## src/rtl/wiredleg_mul_pkg.sv

```systemverilog
// wiredleg_mul_pkg: shared widths and latency helper for the iterative multiplier
package wiredleg_mul_pkg;
  localparam int MUL_W  = 32;
  localparam int PROD_W = 64;
  function automatic int mul_steps(input int step_bits);
    return MUL_W / step_bits;
  endfunction
endpackage

```

## src/rtl/wiredleg_mul_simp_if.sv

```systemverilog
// wiredleg_mul_simp_if: start/sign/busy issue contract shared with the divider
interface wiredleg_mul_simp_if;
  import wiredleg_mul_pkg::*;
  logic [MUL_W-1:0] A;
  logic [MUL_W-1:0] B;
  logic             start;
  logic             sign;
  logic             busy;
  logic             done;
  logic [MUL_W-1:0] prod_lo;
  logic [MUL_W-1:0] prod_hi;
  modport master (output A, B, start, sign, input busy, done, prod_lo, prod_hi);
  modport slave  (input A, B, start, sign, output busy, done, prod_lo, prod_hi);
endinterface

```

## src/rtl/wiredleg_mul_step.sv

```systemverilog
// wiredleg_mul_step: one shift-add retirement of STEP_BITS multiplier bits
module wiredleg_mul_step
  import wiredleg_mul_pkg::*;
#(
  parameter int STEP_BITS = 2
) (
  input  logic [PROD_W-1:0]    acc,
  input  logic [PROD_W-1:0]    mcand,
  input  logic [STEP_BITS-1:0] chunk,
  output logic [PROD_W-1:0]    acc_nxt
);
  assign acc_nxt = acc + mcand * PROD_W'(chunk);
endmodule

```

## src/rtl/wiredleg_mul_simp.sv

```systemverilog
// wiredleg_mul_simp: fixed-latency 32x32 signed/unsigned multiplier, 32/STEP_BITS cycles
module wiredleg_mul_simp
  import wiredleg_mul_pkg::*;
#(
  parameter int STEP_BITS = 2
) (
  input logic               clk,
  input logic               rst_n,
  wiredleg_mul_simp_if.slave m
);
  localparam int N  = mul_steps(STEP_BITS);
  localparam int TW = $clog2(N + 1);
  logic [PROD_W-1:0] mcand_q, acc_q, acc_nxt, prod;
  logic [MUL_W-1:0]  mplier_q, a_abs, b_abs;
  logic [TW-1:0]     timer_q;
  logic              busy_q, done_q, neg_q;
  assign a_abs = (m.sign && m.A[MUL_W-1]) ? -m.A : m.A;
  assign b_abs = (m.sign && m.B[MUL_W-1]) ? -m.B : m.B;
  wiredleg_mul_step #(.STEP_BITS(STEP_BITS)) u_step (
    .acc    (acc_q),
    .mcand  (mcand_q),
    .chunk  (mplier_q[STEP_BITS-1:0]),
    .acc_nxt(acc_nxt)
  );
  always_ff @(posedge clk) begin
    if (!rst_n) begin
      mcand_q  <= '0;
      mplier_q <= '0;
      acc_q    <= '0;
      timer_q  <= '0;
      busy_q   <= 1'b0;
      done_q   <= 1'b0;
      neg_q    <= 1'b0;
    end else if (m.start) begin
      mcand_q  <= {{(PROD_W-MUL_W){1'b0}}, a_abs};
      mplier_q <= b_abs;
      acc_q    <= '0;
      timer_q  <= TW'(N);
      busy_q   <= 1'b1;
      done_q   <= 1'b0;
      neg_q    <= m.sign && (m.A[MUL_W-1] ^ m.B[MUL_W-1]);
    end else if (timer_q != '0) begin
      acc_q    <= acc_nxt;
      mcand_q  <= mcand_q << STEP_BITS;
      mplier_q <= mplier_q >> STEP_BITS;
      timer_q  <= timer_q - 1'b1;
      busy_q   <= timer_q != TW'(1);
      done_q   <= timer_q == TW'(1);
    end else begin
      done_q   <= 1'b0;
    end
  end
  // magnitudes are accumulated, sign is restored on the way out
  assign prod      = neg_q ? -acc_q : acc_q;
  assign m.busy    = busy_q;
  assign m.done    = done_q;
  assign m.prod_lo = prod[MUL_W-1:0];
  assign m.prod_hi = prod[PROD_W-1:MUL_W];
endmodule

```

## src/flat_wrapper.sv

```systemverilog
// flat-port wrapper written by rule: the top's interface ports become plain ports
module wiredleg_mul_simp_flat import wiredleg_mul_pkg::*;
#(
  parameter int STEP_BITS = 2
)
  (clk, rst_n, m_A, m_B, m_start, m_sign, m_busy, m_done, m_prod_lo, m_prod_hi);
  wiredleg_mul_simp_if m_i ();
  input logic clk;
  input logic rst_n;
  input wire logic [$bits(m_i.A)-1:0] m_A;
  input wire logic [$bits(m_i.B)-1:0] m_B;
  input wire logic [$bits(m_i.start)-1:0] m_start;
  input wire logic [$bits(m_i.sign)-1:0] m_sign;
  output wire logic [$bits(m_i.busy)-1:0] m_busy;
  output wire logic [$bits(m_i.done)-1:0] m_done;
  output wire logic [$bits(m_i.prod_lo)-1:0] m_prod_lo;
  output wire logic [$bits(m_i.prod_hi)-1:0] m_prod_hi;
  assign m_i.A = m_A;
  assign m_i.B = m_B;
  assign m_i.start = m_start;
  assign m_i.sign = m_sign;
  assign m_busy = m_i.busy;
  assign m_done = m_i.done;
  assign m_prod_lo = m_i.prod_lo;
  assign m_prod_hi = m_i.prod_hi;
  wiredleg_mul_simp #(.STEP_BITS(STEP_BITS)) u_core (.clk(clk), .rst_n(rst_n), .m(m_i));
endmodule
```

## config.mk

```make
export PLATFORM = sky130hd
export DESIGN_NAME = wiredleg_mul_simp_flat
export DESIGN_NICKNAME = d
export VERILOG_FILES = /design/src/rtl/wiredleg_mul_pkg.sv /design/src/rtl/wiredleg_mul_simp_if.sv /design/src/rtl/wiredleg_mul_step.sv /design/src/rtl/wiredleg_mul_simp.sv /design/src/flat_wrapper.sv
export SDC_FILE = /design/constraint.sdc
export NUM_CORES = 1
export LEC_CHECK = 0
export CAP_MARGIN = 20
export CORE_AREA = 5 5 149 258
export DETAILED_ROUTE_END_ITERATION = 10
export DIE_AREA = 0 0 154 263
export SYNTH_ARGS = -nofsm -noshare
export SYNTH_HDL_FRONTEND = slang
export SYNTH_SLANG_ARGS = --single-unit
```

## constraint.sdc

```tcl
create_clock -name clk -period 6.3 [get_ports clk]
set_input_delay 0.63 -clock clk [delete_from_list [all_inputs] [get_ports clk]]
set_output_delay 0.63 -clock clk [all_outputs]
set_load 0.005 [all_outputs]
```

==> impl_metrics.ini <==
[outcome]
status = complete, no violations

[setup_path]
r2r_setup_slack_ns = 1.22
critical_path_class = flop to output port
cp.required_ns = 5.67
cp-end-kind = output port
cpPeakStageDelay_ns = 0.55
crit_path_start_kind = flop
r2r_end = u_core.acc_q[57]
reg2reg_depth = 15
crit_chain = or3_4 -> or3_4 -> nor4b_4 -> nand4_2 -> or2_4 -> or3_4 -> or3_4 -> or3_4 -> o31ai_2 -> xnor2_1 -> clkdlybuf4s50_1
critPathMaxFanout = 6
worst-path-buf-inv = 1
timing.rr.start = u_core.mplier_q[0]
crit_family = simple AND/OR/NAND/NOR gates
arrival_ns = 4.63
cpMostUsedCell = or3_4
crit_slowest_cell = clkdlybuf4s50_1

[sta]
finalHoldViolations = 0
fin_hold_ws_ns = 0.457
period_needed_ns = 5.26
finalSetupTns_ns = 0
rsz0062_at_grt = no
final-max-slew-violation-count = 0
relSlewSlack_pct = 31.0
clock_skew_ns = 0.0162
timing.fmax_ghz = 0.190
post-route-period-util_pct = 83.4
setup_viol_count_final = 0
worstMarginPinSlew_ns = 1.03
fin_ws_ns = 1.04

[global_route]
antenna_found_initial = 0
grt_max_degree = 85
grt-ovfl-total = 0
track_usage_pct = 23.3
grt_pass1_wl_um = 76700
grt_pass1_vias = 14463

[detailed_routing]
drc_errors = 0
dr.pass1.iters = 5
wirelength_um = 47300
wl_per_cell_um = 17.7
viasPerCell = 5.37
ant_nets = 0
via_count = 14399
drt_iter0_markers = 667

[place]
port-buffer-count = 133
dp_hpwl_um = 37000
place.gp.congestion = 0.899
place_area_um2 = 16600
dp.cells = 2649
place_worst_setup_slack_ns = 1.32

[clock_tree]
tritoncts = done
cts_setup_buffers = 0
post_cts_resized = 0
numClockSinks = 168
htreeDepth = 4
cts_made_buffers = 17
insertion_delay_ns = 0.46
clockRootBuffer = clkbuf_16
clk_path_buf_depth = 2
clk_pin_slew_ns = 0.07
cts_hold_buf = 0

[cells_and_area]
nNetsFinal = 2398
area_delta_synth_final_pct = 15.0
final_cells = 2681
num-fill-cells = 3816
drive_gt1_share_pct = 3.66
n_antenna_cell = 0
final_core_util_pct = 47.8
fin_area_um2 = 17200

[synth]
syn_inst = 2139
postSynth.asyncResetShare_pct = 0
synth_area_leaders = dfxtp_1, nand2_1, a21oi_1, fa_1, xnor2_1
ys_seq_area_share_pct = 22.5
syn_area_per_cell_um2 = 6.98
postSynthRegisterBits = 168
synth_flop_cell = dfxtp_1
mappedNetlistArea_um2 = 14900
yosysMostFrequentCell = nand2_1
yosysTopAreaCellShare_pct = 22.5
synth_cell_types = 61
yosysWarnings = 0
synth_nets = 2339
netlist_top_cells_count = nand2_1, a21oi_1, inv_1
synth_enable_flop_cells = 0
yosys.area.top_type = dfxtp_1

[power_and_ir_drop]
vdd_drop_max_mv = 0.248
p_leak_nw = 6.82
power_mw = 3.28
p_per_area_nw_per_um2 = 191

[die]
die_area_um2 = 40500
fp.dieW_um = 154
start_util_pct = 41.6
die_h_um = 263
ios = 134
coreArea_um2 = 35900
rows = 92

[min_path]
min_delay_path_depth = 2
holdCritStartpoint = u_core.mcand_q[63]
hold_end = u_core.mcand_q[63]
hp-class = flop to flop

[job]
maxCapViolCount = 0
==> worst register-to-register path, cell delays in order, from the launching register on <==
cell	delay, ns
dfxtp_2	0.97
nand2_1	0.17
fa_1	0.52
inv_1	0.04
ha_1	0.37
nand2_1	0.10
o311ai_0	0.53
a21oi_1	0.19
a2111oi_0	0.61
nor3_1	0.21
o41ai_1	0.41
buf_4	0.21
a41o_1	0.30
a21oi_1	0.12
xor2_1	0.15
o21ai_0	0.13
==> state kept, by name, summed over array words and instances (netlist names) <==
register and flops:
u_core.acc_q 64, u_core.neg_q 1, u_core.m.busy 1, u_core.mcand_q 64
u_core.timer_q 5, u_core.m.done 1, u_core.mplier_q 32
==> layout by cell type, fill, tap and decap left out, drive strengths merged, types with 8 or more instances in the layout <==
cell | synthesis | routed
a211oi | 16 | 16
a21o | 21 | 21
a21oi | 294 | 294
a31oi | 19 | 19
and2 | 21 | 21
and3 | 9 | 9
buf | 7 | 21
clkbuf | 106 | 20
clkdlybuf4s50 | 0 | 132
dfxtp | 168 | 168
fa | 63 | 63
ha | 69 | 69
inv | 198 | 200
nand2 | 481 | 481
nand2b | 9 | 9
nand3 | 23 | 23
nand4 | 26 | 26
nor2 | 144 | 144
nor3 | 29 | 29
nor4 | 16 | 16
o21ai | 88 | 88
o21bai | 16 | 16
o31ai | 29 | 29
o41ai | 12 | 12
or3 | 18 | 18
or4 | 8 | 8
xnor2 | 137 | 137
xor2 | 45 | 45
==> metal layers <==
metal	track usage, %	vias to the layer above	routed length, µm
li1	-	7227	-
met2	44.0	327	25400
met5	0	-	0
met4	7.53	0	1370
met3	2.76	71	1650
met1	26.8	6774	18900
==> worst max-delay path by stage <==
stage,start,to,slack (ns),depth (start not counted)
after global placement,u_core.mplier_q[0],u_core.acc_q[57],1.44,15
after CTS,u_core.acc_q[3],m_prod_hi[29],0.96,12
final,u_core.acc_q[15],m_prod_hi[29],1.04,11
after floorplan,u_core.mplier_q[1],u_core.acc_q[51],1.90,16
after global routing,u_core.acc_q[3],m_prod_hi[29],0.65,12
after detailed placement,u_core.mplier_q[0],u_core.acc_q[57],1.32,15
==> where the power goes <==
part           switching, mW  leakage [nW]  total (mW)  internal, mW
combinational          0.682          5.17        1.04         0.355
clock                  0.494         0.276        1.07         0.571
sequential            0.0605          1.37        1.18          1.11
total                   1.24          6.82        3.28          2.04
==> cell families (layout without fill, tap and decap cells) <==
kind of cell | count (synthesis) | count (layout) | synth area share [%]
AND/OR/NAND/NOR | 803 | 803 | 23.3
flip-flops | 168 | 168 | 22.5
adder cells (fa/ha/maj) | 132 | 132 | 14.2
multiplexers | 7 | 7 | 0.495
XOR/XNOR | 182 | 182 | 10.7
AO/OA/AOI/OAI | 536 | 536 | 20.9
buffers and inverters | 311 | 383 | 7.85
==> final cells by class <==
cell class | instances | area (µm²) | area share, %
Clock buffer | 20 | 457 | 2.66
Clock inverter | 12 | 120 | 0.700
Inverter | 198 | 743 | 4.33
Multi-Input combinational cell | 1660 | 10400 | 60.6
Sequential cell | 168 | 3370 | 19.6
Tap cell | 470 | 588 | 3.43
Timing Repair Buffer | 153 | 1480 | 8.62
Note: power is estimated with default switching activity, not from simulation.
